File: config.mk
export PLATFORM = sky130hd
export DESIGN_NAME = receiver
export DESIGN_NICKNAME = d
export VERILOG_FILES = /design/src/rtl/crc_pkg.sv /design/src/rtl/crc_syndrome.sv /design/src/rtl/receiver.sv
export SDC_FILE = /design/constraint.sdc
export NUM_CORES = 1
export LEC_CHECK = 0
export CORE_AREA = 2 2 39 41
export CTS_CLUSTER_DIAMETER = 60
export DETAILED_ROUTE_END_ITERATION = 10
export DIE_AREA = 0 0 41 43
export PLACE_DENSITY_LB_ADDON = 0.05
export SLEW_MARGIN = 5
export SYNTH_ARGS = -nofsm -noshare
export SYNTH_HDL_FRONTEND = slang
export SYNTH_SLANG_ARGS = --single-unit
File: constraint.sdc
create_clock -name clk -period 1.9 [get_ports clk]
set_input_delay 0.285 -clock clk [delete_from_list [all_inputs] [get_ports clk]]
set_output_delay 0.285 -clock clk [all_outputs]
set_load 0.01 [all_outputs]
File: src/rtl/crc_pkg.sv
// crc_pkg: shared CRC widths, generator polynomial and x^p mod POLY helper.
package crc_pkg;
  localparam int DEF_BW = 4;
  localparam int DEF_CRC_BW = 3;
  localparam logic [DEF_CRC_BW:0] DEF_POLY = 4'b1011;
  function automatic logic [31:0] xp_mod(input int p, input int cbw, input logic [31:0] poly);
    logic [31:0] r;
    r = 32'd1;
    for (int k = 0; k < p; k++) begin
      r = r << 1;
      if (r[cbw]) r = r ^ poly;
    end
    return r & ((32'd1 << cbw) - 32'd1);
  endfunction
endpackage

File: src/rtl/crc_syndrome.sv
// crc_syndrome: combinational remainder of a codeword modulo the generator polynomial.
module crc_syndrome
  import crc_pkg::*;
#(
  parameter int BW = DEF_BW,
  parameter int CRC_BW = DEF_CRC_BW,
  parameter logic [CRC_BW:0] POLY = DEF_POLY
) (
  input  logic [BW+CRC_BW-1:0] i_cw,
  output logic [CRC_BW-1:0]    o_syn
);
  localparam int N = BW + CRC_BW;
  logic [CRC_BW-1:0] w_col [N];
  for (genvar i = 0; i < N; i++) begin : g_col
    assign w_col[i] = CRC_BW'(xp_mod(i, CRC_BW, 32'(POLY)));
  end
  // The remainder is linear in the codeword bits: XOR the columns of set bits.
  always_comb begin
    o_syn = '0;
    for (int i = 0; i < N; i++) o_syn = o_syn ^ (i_cw[i] ? w_col[i] : '0);
  end
endmodule

File: src/rtl/receiver.sv
// receiver: single-error-correcting CRC decoder with a registered data output.
module receiver
  import crc_pkg::*;
#(
  parameter int BW = DEF_BW,
  parameter int CRC_BW = DEF_CRC_BW,
  parameter logic [CRC_BW:0] POLY = DEF_POLY
) (
  input  logic                 clk,
  input  logic                 rstn,
  input  logic [BW+CRC_BW-1:0] in,
  output logic [BW-1:0]        out
);
  localparam int N = BW + CRC_BW;
  logic [CRC_BW-1:0] w_syn;
  logic [CRC_BW-1:0] w_col [N];
  logic [BW-1:0]     w_flip;
  logic              w_found;
  logic [BW-1:0]     r_out;
  crc_syndrome #(.BW(BW), .CRC_BW(CRC_BW), .POLY(POLY)) u_syn (.i_cw(in), .o_syn(w_syn));
  for (genvar i = 0; i < N; i++) begin : g_col
    assign w_col[i] = CRC_BW'(xp_mod(i, CRC_BW, 32'(POLY)));
  end
  // Lowest matching position wins; a CRC-bit match consumes the error without touching data.
  always_comb begin
    w_flip = '0;
    w_found = (w_syn == '0);
    for (int i = 0; i < CRC_BW; i++) if (w_syn == w_col[i]) w_found = 1'b1;
    for (int j = 0; j < BW; j++)
      if (!w_found && w_syn == w_col[j+CRC_BW]) begin
        w_flip[j] = 1'b1;
        w_found = 1'b1;
      end
  end
  always_ff @(posedge clk) r_out <= rstn ? '0 : in[N-1:CRC_BW] ^ w_flip;
  assign out = r_out;
endmodule

==> impl_metrics.tcl <==
set metrics [dict create \
    viasPerCell 4.30 \
    rsz0062_at_grt "no" \
    ant_nets 0 \
    worst_setup_path_end_kind "flop" \
    cts_hold_buf 0 \
    path_cells "clkdlybuf4s50_1 -> xnor3_1 -> xor2_1 -> a21boi_1 -> mux2_4" \
    yosysUniqueCellTypes 13 \
    crit_slowest_cell "clkdlybuf4s50_1" \
    fillers 136 \
    grt_antenna_before_repair 0 \
    placementRows 14 \
    numPortBuffers 12 \
    io_pins 13 \
    hpwlAfterDp_um 564 \
    ctsResizeCount 0 \
    synthCells 34 \
    dr.pass1.iters 2 \
    setup_viol 0 \
    htree_levels 1 \
    finalCritPeriodShare 0.960 \
    antenna_cells 0 \
    worst-path-buf-inv 1 \
    synth_top_area_cell "dfxtp_1" \
    drt-wirelength-per-cell_um 9.78 \
    grt_max_degree 8 \
    cp_max_fo 3 \
    drv_cap 0 \
    crit_required_ns 2.02 \
    wirelength_um 675 \
    netlist_area_um2 302 \
    powerDensity_nw_per_um2 633 \
    drt_iter0_drc 5 \
    outcome "finished clean" \
    gp_congestion 0.778 \
    worst_pin_slew_ns 0.271 \
    syn_to_final_growth_pct 64.7 \
    vdd_drop_max_mv 0.184 \
    final_nets 64 \
    die_area_um2 1760 \
    multiInputGateArea_um2 216 \
    grt_pass1_vias 296 \
    drive_gt1_frac 0.170 \
    ff_latch_area_um2 80.1 \
    seq_area_frac_synth 0.266 \
    ys_ff_latch 4 \
    clock_path_buffers 2 \
    start_kind "input pin" \
    slew_headroom 0.818 \
    die_w_um 41 \
    synth_fp_nets 43 \
    largest_reg_flops 4 \
    tritoncts "yes" \
    crit_path_max_incr_delay_ns 0.48 \
    start_util 0.218 \
    crit_arrival_ns 1.94 \
    hold_class "in2reg" \
    period_needed_ns 1.82 \
    slew_violations 0 \
    critPathKind "in2reg" \
    die_y_um 43 \
    synth_top_area_frac 0.266 \
    crit_family "XOR/XNOR gates" \
    hold_path_end "out[3]$_SDFF_PP0_" \
    vias 297 \
    worstHoldPathCells 2 \
    ys_warn_count 0 \
    cts.sinks 4 \
    drc 0 \
    synthTopCellsByArea "dfxtp_1 (27%), nand3_1 (12%), xor2_1 (12%)" \
    core_area_um2 1380 \
    hold_start "rstn" \
    power_uw 315 \
    numCtsBuffers 3 \
    hold_viol 0 \
    grt_pass1_wl_um 1150 \
    clkTransAtPathRegs_ns 0.04 \
    overflow 0 \
    p_leak_uw 0.000206 \
    whs_ns 0.763 \
    clockRootBuffer "clkbuf_4" \
    post-cts-setup-buffer-count 0 \
    fmax_mhz 548 \
    groute.usage.overall 0.102 \
    avgSynthCellArea_um2 8.87 \
]
[cells in the mapped netlist]
library cell / instances
nand3_1: 7
xnor3_1: 1
nor2b_1: 3
a21boi_1: 1
xnor2_1: 3
clkbuf_2: 1
xor2_1: 4
nor2_1: 3
a21o_1: 1
mux2_1: 2
dfxtp_1: 4
a21oi_1: 3
mux2_4: 1
[final cells by class]
| cell class | instances | area share |
|---|---|---|
| Multi-Input combinational cell | 29 | 0.436 |
| Sequential cell | 4 | 0.161 |
| Tap cell | 16 | 0.0403 |
| Timing Repair Buffer | 17 | 0.317 |
| Clock buffer | 3 | 0.0453 |
[how the worst max path moves through the flow]
stage	from	to	depth (start not counted)
floorplan	in[5]	out[0]$_SDFF_PP0_	5
global placement	in[4]	out[0]$_SDFF_PP0_	5
detailed placement	in[4]	out[0]$_SDFF_PP0_	5
CTS	in[4]	out[0]$_SDFF_PP0_	5
global route	in[4]	out[0]$_SDFF_PP0_	5
finish	in[4]	out[0]$_SDFF_PP0_	5
[cells in the final DEF (no fill, tap or decap), drive strengths merged]
cell type / Yosys / final
dfxtp: 4 / 4
clkbuf: 1 / 3
a21o: 1 / 1
xor2: 4 / 4
a21boi: 1 / 1
a21oi: 3 / 3
clkdlybuf4s50: 0 / 12
nand3: 7 / 7
nor2: 3 / 3
xnor2: 3 / 3
xnor3: 1 / 1
nor2b: 3 / 3
buf: 0 / 5
mux2: 3 / 3
[kinds of logic after synthesis]
family	synth area share
XOR/XNOR	0.278
AO/OA/AOI/OAI	0.0996
AND/OR/NAND/NOR	0.216
multiplexers	0.124
flip-flops	0.266
buffers and inverters	0.0166
[per-layer routing]
| layer | wire, µm | share of wire | track usage |
|---|---|---|---|
| met5 | 0 | 0 | 0 |
| met3 | 40 | 0.059 | 0.0157 |
| met2 | 332 | 0.49 | 0.153 |
| met1 | 274 | 0.41 | 0.102 |
| met4 | 29 | 0.043 | 0.120 |
[stage by stage]
step | instances | utilization | setup WS [ns] | TNS (ns) | area [µm²]
after CTS | 69 | 0.359 | 0.0691 | 0 | 497
after floorplan | 34 | - | 0.296 | 0 | 302
after detailed placement | 66 | 0.343 | -0.167 | -0.292 | 474
after global routing | 69 | 0.359 | 0.0124 | 0 | 497
after global placement | 66 | 0.343 | -0.169 | -0.372 | 474
final | 69 | 0.359 | 0.0762 | 0 | 497
[power breakdown]
part           switching, µW  leakage (µW)  internal (µW)
sequential              1.71     0.0000333           93.0
clock                   33.9     0.0000138           70.6
combinational           47.4      0.000159           68.0
(Power assumes the default switching activity.)
